===== src/rtl/rr_mux_arbiter.sv =====
// Round-robin arbiter in front of an NR_REQ:1 keyed data mux.
// The granted requester index is the mux key. The selected word is captured
// into a single-entry output stage that can be refilled on every cycle.
module rr_mux_arbiter #(
  parameter int NR_REQ   = 4,
  parameter int DATA_LEN = 2,
  parameter int SEL_LEN  = 2
) (
  input  logic                         clk,
  input  logic                         rst,
  input  logic [NR_REQ-1:0]            req_valid,
  input  logic [NR_REQ*DATA_LEN-1:0]   req_data,
  output logic [NR_REQ-1:0]            req_ready,
  output logic                         out_valid,
  input  logic                         out_ready,
  output logic [DATA_LEN-1:0]          out_data,
  output logic [SEL_LEN-1:0]           out_sel
);

  typedef enum logic {EMPTY = 1'b0, FULL = 1'b1} state_t;

  state_t                state_p0;
  logic [DATA_LEN-1:0]   data_p0;
  logic [SEL_LEN-1:0]    sel_p0;
  logic [SEL_LEN-1:0]    ptr;

  logic                  can_load;
  logic                  gnt_any;
  logic                  found;
  logic [SEL_LEN-1:0]    gnt_idx;
  logic [DATA_LEN-1:0]   gnt_data;
  logic                  xfer;

  // Scan from ptr upward with natural SEL_LEN-bit wrap; first valid wins.
  always_comb begin
    gnt_idx = '0;
    found   = 1'b0;
    for (int k = 0; k < NR_REQ; k++) begin
      if (!found && req_valid[ptr + SEL_LEN'(k)]) begin
        gnt_idx = ptr + SEL_LEN'(k);
        found   = 1'b1;
      end
    end
  end

  // Keyed mux: pick the granted requester's slice of the packed data bus.
  always_comb begin
    gnt_data = '0;
    for (int k = 0; k < NR_REQ; k++) begin
      if (SEL_LEN'(k) == gnt_idx) begin
        gnt_data = req_data[k*DATA_LEN +: DATA_LEN];
      end
    end
  end

  assign gnt_any  = |req_valid;
  assign can_load = (state_p0 == EMPTY) | out_ready;

  // Ready is one-hot on the grant and forced low while reset is held.
  always_comb begin
    req_ready = '0;
    if (!rst && can_load && gnt_any) begin
      req_ready[gnt_idx] = 1'b1;
    end
  end

  assign xfer = |(req_valid & req_ready);

  // Output stage FSM: load on a transfer, drain when the consumer takes the
  // word and nothing replaces it. ptr moves only when a word is accepted.
  always_ff @(posedge clk or posedge rst) begin
    if (rst) begin
      state_p0 <= EMPTY;
      data_p0  <= '0;
      sel_p0   <= '0;
      ptr      <= '0;
    end else begin
      if (xfer) begin
        state_p0 <= FULL;
        data_p0  <= gnt_data;
        sel_p0   <= gnt_idx;
        ptr      <= gnt_idx + 1'b1;
      end else if (state_p0 == FULL && out_ready) begin
        state_p0 <= EMPTY;
      end
    end
  end

  assign out_valid = (state_p0 == FULL);
  assign out_data  = data_p0;
  assign out_sel   = sel_p0;

endmodule


===== config.mk =====
export PLATFORM = sky130hd
export DESIGN_NAME = rr_mux_arbiter
export DESIGN_NICKNAME = d
export VERILOG_FILES = /design/src/rtl/rr_mux_arbiter.sv
export SDC_FILE = /design/constraint.sdc
export NUM_CORES = 1
export LEC_CHECK = 0
export ABC_CLOCK_PERIOD_IN_PS = 2300
export CORE_AREA = 3 3 45 47
export CTS_BUF_LIST = sky130_fd_sc_hd__clkbuf_8
export DETAILED_ROUTE_END_ITERATION = 16
export DIE_AREA = 0 0 48 50
export HOLD_SLACK_MARGIN = 0.05
export PLACE_DENSITY = 0.67
export SETUP_SLACK_MARGIN = 0.15
export SLEW_MARGIN = 20
export SYNTH_ARGS = -nofsm -noshare
export SYNTH_HDL_FRONTEND = slang
export SYNTH_SLANG_ARGS = --single-unit

===== constraint.sdc =====
create_clock -name clk -period 2.3 [get_ports clk]
set_clock_uncertainty 0.1 [all_clocks]
set_input_delay 0.345 -clock clk [delete_from_list [all_inputs] [get_ports clk]]
set_output_delay 0.345 -clock clk [all_outputs]
set_load 0.02 [all_outputs]

==> results by group, run 1 <==
Outcome
  • Outcome: finished, violations left
  • Violated checks: negative setup slack

Finish
  • Share of layout cells above drive strength 1: roughly 55%
  • Number of fill cells in the layout: 137
  • Design area: between 1000 and 1500 um2
  • Layout area overhead: 103%
  • Final nets: between 100 and 150
  • Footprint of the multi-input gates: around 450 um2
  • Sequential cell area: between 150 and 200 um2
  • Antenna diode instance count: 0

Yosys
  • Top-count cell post-synth: inv_1
  • Main combinational cell family by area after synthesis: compound AO/OA/AOI/OAI gates
  • Commonest cells in the netlist: inv_1 (9), a21oi_1 (7), dfrtp_1 (7), mux2_4 (6), and2_1 (4)
  • Cells after Synth: 56
  • Unique cell type count in the Yosys netlist: 21
  • Post-synthesis cell area: between 500 and 600 um2
  • Yosys reg bits: 7
  • Top cell type's share of synthesized area: 31.3%
  • EDFF count, synth: 0
  • Simple-Gate Fraction of Synth Area: between 10% and 20%
  • Post-synth net total: 74
  • Post-synthesis mux area share: 19.6%
  • Yosys top cell by area: dfrtp_1
  • Top FF cell, synth: dfrtp_1
  • Seq/Total Area, Yosys: a little under a third
  • Post-synthesis adder-cell area fraction: 6.70%
  • Ys async rst share: 100%
  • Yosys warnings: 0
  • Xor/xnor share of the synthesized area: 0%
  • Synthesized area per cell: between 10 and 15 um2
  • Synth area leaders: dfrtp_1 (31%), mux2_4 (16%), ha_1 (6.7%), a21oi_1 (6.3%), inv_1 (6.0%)
  • Synth Area in Compound Gates: 22.1%

Critical path
  • Worst-path maximum fanout: 6
  • Slowest stage delay, CP: approximately 0.47 ns
  • RR Startpoint: ptr[1]
  • FF-to-FF path depth: 11
  • Reg2reg end: out_data[0]
  • CP Class: flip-flop to flip-flop
  • CP bufs+invs: 2
  • Data required, critical path: between 2 and 2.5 ns
  • Cell breakdown of the critical path: nor2b_4 > a21oi_2 > o22ai_2 > a21oi_2 > buf_4 > ha_4 > buf_4 > a221oi_2 > a21oi_1 > mux2_4 > mux2_4
  • Critical Path Start Type: flip-flop
  • R2r setup slk: -0.13 ns
  • CP endpoint kind: flip-flop
  • CP max-delay cell: dfrtp_2
  • Delay-heaviest family, CP: compound AO/OA/AOI/OAI gates
  • Crit path DAT: between 2 and 2.5 ns

Die
  • # IOs: 24
  • Starting Density: roughly a third
  • Die area: 2400 um2
  • Die X: around 48 um
  • Rows: 15
  • Die Span Y: ~50 um
  • Core area: 1690 um2

Placed design
  • Post-DP HPWL: about 1.2 mm
  • GPL Wtd Cong: 0.733
  • Dpl cell area: about 950 um2
  • Pre-CTS WS: -0.616 ns
  • # port buffers: 23

Clock network
  • CTS tree: yes
  • Clk buf depth: 2
  • Root Driver: clkbuf_8
  • CTS Buf Count: 3
  • Reg clk slew, reported paths: approximately 0.040 ns
  • Worst-skew pair later-pin latency: 0.23 ns
  • Max H-tree Level: 1
  • CTS sink count: 7

Timing
  • Max-slew violations: 0
  • Final worst slack: -0.130 ns
  • Worst slew margin: between 80% and 90%
  • Unrepaired setup endpoints after global routing: true
  • Slew @ Worst Pin: roughly 0.29 ns
  • Final Hold Fails: 0
  • Fin crit period: between 2 and 2.5 ns
  • TNS Setup: -0.636 ns
  • Final period util: 106%
  • Final setup viols: 6
  • F_max: between 400 and 500 MHz
  • Post-Route Hold Slack: around 0.32 ns

Global route
  • First-pass GRT wire length: 2.42 mm
  • Busiest grt layer: met2
  • GRT overflow: 0
  • GR Util met2: between 20% and 30%
  • Met3 Use GR: 0%
  • Initial antenna violation count: 0
  • Gr usage total: ~14%
  • Met1 Usage GRT: between 10% and 20%
  • Largest net degree at the start of global routing: 8
  • Number of global-route vias before repair: between 500 and 600

Power and ir drop
  • Sw Pwr: 0.472 mW
  • Internal: between 0.8 and 0.9 mW
  • Combinational fraction of design power: roughly two thirds
  • Switch share: 36.9%
  • Pwr dens: around 1100 nW/um2
  • Leak: 0.552 nW
  • Worst VDD drop: roughly 470 uV
  • Sequential share of power: 19.3%
  • Clk pwr share: about an eighth

Route
  • Total Routed Length: approximately 1.7 mm
  • Routed length per instance: between 10 and 15 um
  • Number of antenna-violating nets in the routed design: 0
  • DRC viols: 0
  • Vias per std cell: 4.77
  • Via count: 591
  • Starting DRT DRC Count: 7
  • Drt first pass iters: 4

Flow run
  • Max_cap viols: 0

Hold path
  • HP Class: input pin to asynchronous set/reset pin
[through the flow]
stage | util [%] | cells | total power, mW
CTS | 61.6 | 117 | 1.17
detailed placement | 56.4 | 111 | 0.958
global placement | 56.4 | 111 | 0.944
global route | 67.3 | 124 | 1.37
floorplan | - | 56 | 0.658
finish | 67.3 | 124 | 1.28
[how the worst max path moves through the flow]
stage | start | endpoint | slack (ns) | depth (start not counted)
after floorplan | req_valid[0] | out_data[0] | -0.02 | 10
after global placement | req_valid[0] | out_data[0] | -0.56 | 12
after detailed placement | req_valid[0] | ptr[1] | -0.62 | 12
after CTS | ptr[1] | out_sel[0] | -0.11 | 10
after global routing | ptr[1] | ptr[1] | -0.27 | 11
final | ptr[1] | out_data[0] | -0.13 | 11
[cell families after synthesis]
group	Yosys count
AO/OA/AOI/OAI	16
AND/OR/NAND/NOR	13
buffers and inverters	9
multiplexers	8
flip-flops	7
adder cells (fa/ha/maj)	3
[cell usage in the layout, fill, tap and decap left out]
cell type and instances:
a21boi_2 1, a21oi_1 3, a21oi_2 4, a221oi_1 1, a221oi_2 1, a222oi_1 1
and2_1 2, and2_4 2, buf_4 22, buf_6 5, clkbuf_2 1, clkbuf_8 3
clkdlybuf4s50_1 15, dfrtp_1 6, dfrtp_2 1, dlygate4sd2_1 4, ha_4 3, inv_1 8
inv_2 2, mux2_4 6, mux2i_1 2, nand2b_1 1, nor2_1 3, nor2b_1 2
nor2b_4 1, nor3_2 1, nor4_4 1, o211a_4 1, o21ai_2 2, o21ai_4 1
o22ai_2 1
[area by class of cell]
class / count / area share [%]
multi-input cells: 40 / 39.5
repair buffers: 47 / 36.2
flip-flops and latches: 7 / 15.5
clock buffers: 3 / 3.63
inverters: 9 / 2.97
well taps: 17 / 1.87
clock inverters: 1 / 0.330
[power by group through the flow]
stage	clock (mW)	sequential, mW	combinational, mW
after floorplan	0	0.285	0.372
after global placement	0	0.241	0.703
after detailed placement	0	0.240	0.718
after CTS	0.172	0.250	0.753
after global routing	0.180	0.257	0.932
final	0.168	0.247	0.864
[sequential cells by signal (all words and copies together), names as in the netlist]
register / count
out_data: 2
out_valid: 1
ptr: 2
out_sel: 2
[worst reg2reg max path: cells and delay by family, from the launching register on]
family | cells | cell delay, ns
DFF | 1 | 0.47
muxes | 2 | 0.53
AOI/OAI and AO/OA | 5 | 0.61
adders and majority gates | 1 | 0.16
buffers and inverters | 2 | 0.29
and+or+nand+nor | 1 | 0.15
[timing repair]
action | CTS | global route
buffers inserted | 2 | 7
hold buffers | 0 | 0
gates resized for setup | 17 | 24
pin swaps | 4 | 2
setup endpoints to repair | 11 | 11
[routing by layer]
metal,wire length (um),vias up
met5,0,-
met4,29,0
met3,55,3
met2,875,14
met1,692,275
li1,-,299
Note: power is estimated with default switching activity, not from simulation.
==> run 2, diff against run 1 <==
--- a/config.mk
+++ b/config.mk
@@ -5,13 +5,13 @@
 export SDC_FILE = /design/constraint.sdc
 export NUM_CORES = 1
 export LEC_CHECK = 0
-export ABC_CLOCK_PERIOD_IN_PS = 2300
+export ABC_CLOCK_PERIOD_IN_PS = 2650
 export CORE_AREA = 3 3 45 47
 export CTS_BUF_LIST = sky130_fd_sc_hd__clkbuf_8
 export DETAILED_ROUTE_END_ITERATION = 16
 export DIE_AREA = 0 0 48 50
 export HOLD_SLACK_MARGIN = 0.05
-export PLACE_DENSITY = 0.67
+export MAX_ROUTING_LAYER = met4
 export SETUP_SLACK_MARGIN = 0.15
 export SLEW_MARGIN = 20
 export SYNTH_ARGS = -nofsm -noshare
==> constraint.sdc (replaced) <==
create_clock -name clk -period 2.65 [get_ports clk]
set_clock_uncertainty 0.1 [all_clocks]
set_input_delay 0.3975 -clock clk [delete_from_list [all_inputs] [get_ports clk]]
set_output_delay 0.3975 -clock clk [all_outputs]
set_load 0.02 [all_outputs]
==> run 2 against run 1 <==
  * The run now ends clean
  * Worst setup slack better by 0.36 ns
  * Hold slack better by 0.090 ns
  * Critical path depth is 1 lower
  * Global-route usage is 0.057 points higher
  * Critical path type unchanged
  * Largest power group unchanged
==> results by group, run 2 (same netlist as run 1, synthesis figures left out) <==
Outcome
  • Outcome: complete, no violations (was finished, violations left)

Die
  • Starting Density: 33.2% (unchanged)
  • Die area: 2400 um2 (unchanged)
  • # IOs: 24 (unchanged)
  • Die Span Y: 50 um (unchanged)
  • Rows: 15 (unchanged)
  • Core area: 1690 um2 (unchanged)
  • Die X: 48 um (unchanged)

Timing
  • Slew @ Worst Pin: 0.314 ns (was 0.287 ns)
  • Fin crit period: 2.42 ns (was 2.43 ns)
  • Final Hold Fails: 0 (unchanged)
  • Final setup viols: 0 (was 6)
  • Worst slew margin: 79.1% (was 80.8%)
  • TNS Setup: 0 ns (was -0.636 ns)
  • Max-slew violations: 0 (unchanged)
  • F_max: 414 MHz (was 412 MHz)
  • Unrepaired setup endpoints after global routing: true (unchanged)
  • Final period util: 91.2% (was 106%)

Finish
  • Footprint of the multi-input gates: 420 um2 (was 449 um2)
  • Share of layout cells above drive strength 1: 48.0% (was 55.1%)
  • Sequential cell area: 176 um2 (unchanged)
  • Layout area overhead: 89.3% (was 103%)
  • Number of fill cells in the layout: 144 (was 137)
  • Commonest non-fill, non-tap cell in the layout: buf_4 (unchanged)
  • Most frequent cells in the layout: buf_4 (18), clkdlybuf4s50_1 (15), inv_1 (7), mux2_4 (6), dfrtp_1 (6) (was buf_4 (22), clkdlybuf4s50_1 (15), inv_1 (8), mux2_4 (6), dfrtp_1 (6))
  • Fin util: 62.8% (was 67.3%)
  • Antenna diode instance count: 0 (unchanged)
  • Final nets: 121 (was 126)

Global route
  • GRT overflow: 0 (unchanged)
  • Number of global-route vias before repair: 549 (was 534)
  • Gr usage total: 14.2% (was 14.1%)
  • Initial antenna violation count: 0 (unchanged)
  • First-pass GRT wire length: 2.48 mm (was 2.42 mm)
  • Largest net degree at the start of global routing: 8 (unchanged)

Clock network
  • Root Driver: clkbuf_8 (unchanged)
  • Max H-tree Level: 1 (unchanged)
  • Worst-skew pair later-pin latency: 0.22 ns (was 0.23 ns)
  • # hold bufs at CTS: 0 (unchanged)
  • Clk buf depth: 2 (unchanged)
  • CTS tree: yes (unchanged)
  • Reg clk slew, reported paths: 0.04 ns (about the same)
  • CTS sink count: 7 (unchanged)
  • CTS Buf Count: 3 (unchanged)

Route
  • DRC viols: 0 (unchanged)
  • Via count: 577 (was 591)
  • Total Routed Length: 1.53 mm (was 1.65 mm)
  • Starting DRT DRC Count: 2 (was 7)
  • Routed length per instance: 12.9 um (was 13.3 um)
  • Drt first pass iters: 4 (unchanged)
  • Number of antenna-violating nets in the routed design: 0 (unchanged)
  • Vias per std cell: 4.85 (was 4.77)

Critical path
  • FF-to-FF path depth: 10 (was 11)
  • Data required, critical path: 2.65 ns (was 2.31 ns)
  • Critical Path Start Type: flip-flop (unchanged)
  • Crit path DAT: 2.42 ns (was 2.44 ns)
  • CP Class: flip-flop to flip-flop (unchanged)
  • CP endpoint kind: flip-flop (unchanged)
  • Worst-path maximum fanout: 5 (was 6)

Hold path
  • HP Class: input pin to asynchronous set/reset pin (unchanged)

Power and ir drop
  • Pwr dens: 978 nW/um2 (was 1120 nW/um2)
  • Leak: 0.530 nW (was 0.552 nW)
  • Worst VDD drop: 499 uV (was 474 uV)

Placed design
  • GPL Wtd Cong: 0.775 (was 0.733)
  • Post-DP HPWL: 1.19 mm (was 1.24 mm)
  • # port buffers: 23 (unchanged)

Flow run
  • Max_cap viols: 0 (unchanged)
-- run 2: critical path: stages, from the launching register on --
cell and delay (ns):
dfrtp_2 0.45, a21oi_1 0.14, o21ai_1 0.09, a21oi_2 0.23, inv_2 0.08, ha_1 0.22
nor2b_1 0.17, a221oi_2 0.22, a21oi_1 0.07, mux2_4 0.27, mux2_4 0.26
-- run 2: per-stage QoR --
stage | hold slack [ns] | worst slack [ns] | total power [mW] | std cells | cell area (um2)
finish | 0.406 | 0.234 | 1.04 | 119 | 1060
global route | 0.431 | 0.110 | 1.10 | 119 | 1060
CTS | 0.413 | 0.153 | 0.952 | 116 | 990
detailed placement | 0.407 | -0.456 | 0.786 | 110 | 917
global placement | 0.404 | -0.367 | 0.775 | 110 | 917
floorplan | 0.101 | 0.151 | 0.543 | 56 | 561
-- run 2: where the power goes --
part / switching (mW) / total (mW) / leakage [nW] / internal, mW
clock: 0.0413 / 0.141 / 0.0269 / 0.0997
combinational: 0.299 / 0.688 / 0.420 / 0.389
sequential: 0.0453 / 0.209 / 0.0828 / 0.163
total: 0.386 / 1.04 / 0.530 / 0.651
-- run 2: final timing paths --
check	startpoint	end	slack [ns]
max	ptr[1]	out_data[1]	0.23
min	rst	out_data[1]	0.41
max reg2reg	ptr[1]	out_data[1]	0.23
min reg2reg	out_sel[0]	out_sel[0]	0.41
max in group asynchronous	rst	ptr[1]	1.82
min in group clk	out_sel[0]	out_sel[0]	0.41
-- run 2: cell type report --
type	count	share of cell area [%]
Inverter	9	3.18
Clock buffer	3	3.89
Clock inverter	1	0.354
Tap cell	17	2.00
Timing Repair Buffer	42	34.3
Sequential cell	7	16.6
Multi-Input combinational cell	40	39.6
-- run 2: what timing repair did --
item	4_1_cts	5_1_grt
buffers inserted	2	3
pin swaps	4	6
setup endpoints to repair	11	10
gates resized for setup	15	18
-- run 2: layer usage --
metal / wire (um) / vias to the layer above / track usage (%)
met4: 0 / 0 / 5.38
li1: - / 292 / -
met3: 21 / 0 / 0
met1: 665 / 271 / 18.1
met5: 0 / - / -
met2: 845 / 14 / 23.1
==> run 3, diff against run 2 <==
--- a/config.mk
+++ b/config.mk
@@ -6,12 +6,14 @@
 export NUM_CORES = 1
 export LEC_CHECK = 0
 export ABC_CLOCK_PERIOD_IN_PS = 2650
+export CAP_MARGIN = 10
 export CORE_AREA = 3 3 45 47
 export CTS_BUF_LIST = sky130_fd_sc_hd__clkbuf_8
 export DETAILED_ROUTE_END_ITERATION = 16
 export DIE_AREA = 0 0 48 50
 export HOLD_SLACK_MARGIN = 0.05
 export MAX_ROUTING_LAYER = met4
+export PLACE_DENSITY_LB_ADDON = 0.15
 export SETUP_SLACK_MARGIN = 0.15
 export SLEW_MARGIN = 20
 export SYNTH_ARGS = -nofsm -noshare
==> run 3 against run 2 <==
  * Hold slack got worse by 0.038 ns
  * Sequential cell count unchanged
  * Worst setup slack got worse by 0.030 ns
  * First-iteration DRC count increased to 3.5 times the previous value
  * Clock-buffer cell count unchanged
  * Combinational power decreased by 3%
  * Maximum frequency decreased by 1.2%
  * Die area unchanged
  * Power decreased by 1.5%
  * Cell count unchanged
  * Global-route usage decreased by 0.51 points
  * Largest power group unchanged
==> results by group, run 3 (same netlist as run 1, synthesis figures left out) <==
Die
  • Die area: 2400 um2 (unchanged)
  • # IOs: 24 (unchanged)
  • Rows: 15 (unchanged)
  • Starting Density: 33.2% (unchanged)
  • Core area: 1690 um2 (unchanged)
  • Die Span Y: 50 um (unchanged)
  • Die X: 48 um (unchanged)

Route
  • Total Routed Length: 1.43 mm (was 1.53 mm)
  • Via count: 555 (was 577)
  • Drt first pass iters: 4 (unchanged)
  • Routed length per instance: 12.0 um (was 12.9 um)
  • Starting DRT DRC Count: 7 (was 2)
  • DRC viols: 0 (unchanged)
  • Number of antenna-violating nets in the routed design: 0 (unchanged)
  • Vias per std cell: 4.66 (was 4.85)

Finish
  • Fin util: 62.2% (was 62.8%)
  • Layout area overhead: 87.5% (was 89.3%)
  • Antenna diode instance count: 0 (unchanged)
  • Design area: 1050 um2 (was 1060 um2)
  • Commonest non-fill, non-tap cell in the layout: buf_4 (unchanged)
  • Final nets: 121 (unchanged)
  • Share of layout cells above drive strength 1: 46.1% (was 48.0%)
  • Most frequent cells in the layout: buf_4 (18), clkdlybuf4s50_1 (15), inv_1 (8), mux2_4 (6), dfrtp_1 (6) (was buf_4 (18), clkdlybuf4s50_1 (15), inv_1 (7), mux2_4 (6), dfrtp_1 (6))

Timing
  • Slew @ Worst Pin: 0.272 ns (was 0.314 ns)
  • Final setup viols: 0 (unchanged)
  • Final period util: 92.3% (was 91.2%)
  • Unrepaired setup endpoints after global routing: true (unchanged)
  • Final Hold Fails: 0 (unchanged)
  • Fin crit period: 2.45 ns (was 2.42 ns)
  • Max-slew violations: 0 (unchanged)
  • Worst slew margin: 81.8% (was 79.1%)
  • F_max: 409 MHz (was 414 MHz)

Power and ir drop
  • Sw Pwr: 0.378 mW (was 0.386 mW)
  • Clk pwr share: 13.4% (was 13.6%)
  • Internal: 0.644 mW (was 0.651 mW)
  • Tot Pwr: 1.02 mW (was 1.04 mW)
  • Combinational fraction of design power: 65.6% (was 66.3%)
  • Pwr dens: 972 nW/um2 (was 978 nW/um2)
  • Sequential share of power: 21.0% (was 20.1%)
  • Leak: 0.534 nW (was 0.530 nW)
  • Worst VDD drop: 493 uV (was 499 uV)
  • Switch share: 37.0% (was 37.2%)

Clock network
  • CTS tree: yes (unchanged)
  • CTS sink count: 7 (unchanged)
  • Worst-skew pair later-pin latency: 0.22 ns (about the same)
  • CTS Buf Count: 3 (unchanged)
  • Root Driver: clkbuf_8 (unchanged)
  • Reg clk slew, reported paths: 0.04 ns (about the same)
  • Max H-tree Level: 1 (unchanged)
  • Clk buf depth: 2 (unchanged)

Global route
  • Number of global-route vias before repair: 589 (was 549)
  • Gr usage total: 13.7% (was 14.2%)
  • GRT overflow: 0 (unchanged)
  • First-pass GRT wire length: 2.35 mm (was 2.48 mm)
  • Initial antenna violation count: 0 (unchanged)
  • Largest net degree at the start of global routing: 8 (unchanged)

Critical path
  • Cell breakdown of the critical path: a21oi_1 > o21ai_1 > a21oi_2 > inv_1 > ha_1 > nor2b_1 > a221oi_1 > a21oi_1 > mux2_4 > mux2_4 (was a21oi_1 > o21ai_1 > a21oi_2 > inv_2 > ha_1 > nor2b_1 > a221oi_2 > a21oi_1 > mux2_4 > mux2_4)
  • Crit path DAT: 2.45 ns (was 2.42 ns)
  • Reg2reg end: out_data[1] (unchanged)
  • Worst path depth: 10 (unchanged)
  • Slowest stage delay, CP: 0.46 ns (was 0.45 ns)
  • FF-to-FF path depth: 10 (unchanged)
  • CP bufs+invs: 1 (unchanged)
  • CP startpoint: ptr[1] (unchanged)
  • Worst-path maximum fanout: 6 (was 5)
  • R2r setup slk: 0.20 ns (was 0.23 ns)
  • CP Class: flip-flop to flip-flop (unchanged)
  • CP max-delay cell: dfrtp_2 (unchanged)
  • CP endpoint kind: flip-flop (unchanged)
  • Critical Path End: out_data[1] (unchanged)
  • Delay-heaviest family, CP: compound AO/OA/AOI/OAI gates (unchanged)
  • Critical Path Start Type: flip-flop (unchanged)
  • Data required, critical path: 2.65 ns (about the same)
  • RR Startpoint: ptr[1] (unchanged)

Placed design
  • Post-DP HPWL: 1.14 mm (was 1.19 mm)
  • # port buffers: 23 (unchanged)
  • GPL Wtd Cong: 0.774 (was 0.775)
  • Dpl cell area: 940 um2 (was 917 um2)

Flow run
  • Max_cap viols: 0 (unchanged)

Hold path
  • HP Class: input pin to asynchronous set/reset pin (unchanged)

Outcome
  • Outcome: complete, no violations (unchanged)
==> run 3: metrics by stage <==
step / worst slack (ns) / hold WS (ns) / TNS [ns] / cells
final: 0.204 / 0.367 / 0 / 119
after global routing: 0.0856 / 0.395 / 0 / 119
after CTS: 0.155 / 0.376 / 0 / 118
after detailed placement: -0.509 / 0.411 / -4.64 / 113
after global placement: -0.430 / 0.403 / -3.96 / 113
after floorplan: 0.151 / 0.101 / 0 / 56
==> run 3: worst reg2reg max path, delay by kind of cell, from the launching register on <==
kind / cells / cell delay (ns)
fa+ha+maj: 1 / 0.23
simple gates: 1 / 0.16
compound gates: 5 / 0.75
flops: 1 / 0.46
mux: 2 / 0.53
buf+inv: 1 / 0.11
==> run 3: layout make-up <==
class,instances,area (um2)
inverters,9,33.8
clock inverters,1,3.75
flip-flops and latches,7,176
repair buffers,42,363
multi-input cells,40,412
fillers,156,638
clock buffers,3,41.3
well taps,17,21.3
==> run 3: power groups by stage <==
stage               combinational (mW)  clock [mW]  sequential (mW)
finish                           0.670       0.137            0.214
global route                     0.728       0.150            0.221
CTS                              0.618       0.139            0.205
detailed placement               0.602           0            0.205
global placement                 0.595           0            0.202
floorplan                        0.298           0            0.244
==> run 3: what timing repair did <==
item                       in CTS  in global routing
resized for setup              16                 15
buffers inserted                1                  1
hold buffers                    0                  0
pin swaps                       3                  5
setup endpoints to repair      11                 10
==> run 3: per-layer routing <==
layer	wire length [um]	global-route usage, %
met5	0	-
met4	0	5.38
met3	39	2.19
met2	735	20.3
met1	654	18.1
==> run 3: worst min-delay path by stage <==
stage / startpoint / slack, ns / end
6_report: rst / 0.37 / out_data[1]
5_1_grt: rst / 0.40 / out_data[1]
4_1_cts: rst / 0.38 / out_data[0]
3_5_place_dp: out_data[0] / 0.41 / out_data[0]
3_3_place_gp: out_sel[1] / 0.40 / out_sel[1]
2_1_floorplan: rst / 0.10 / out_data[0]
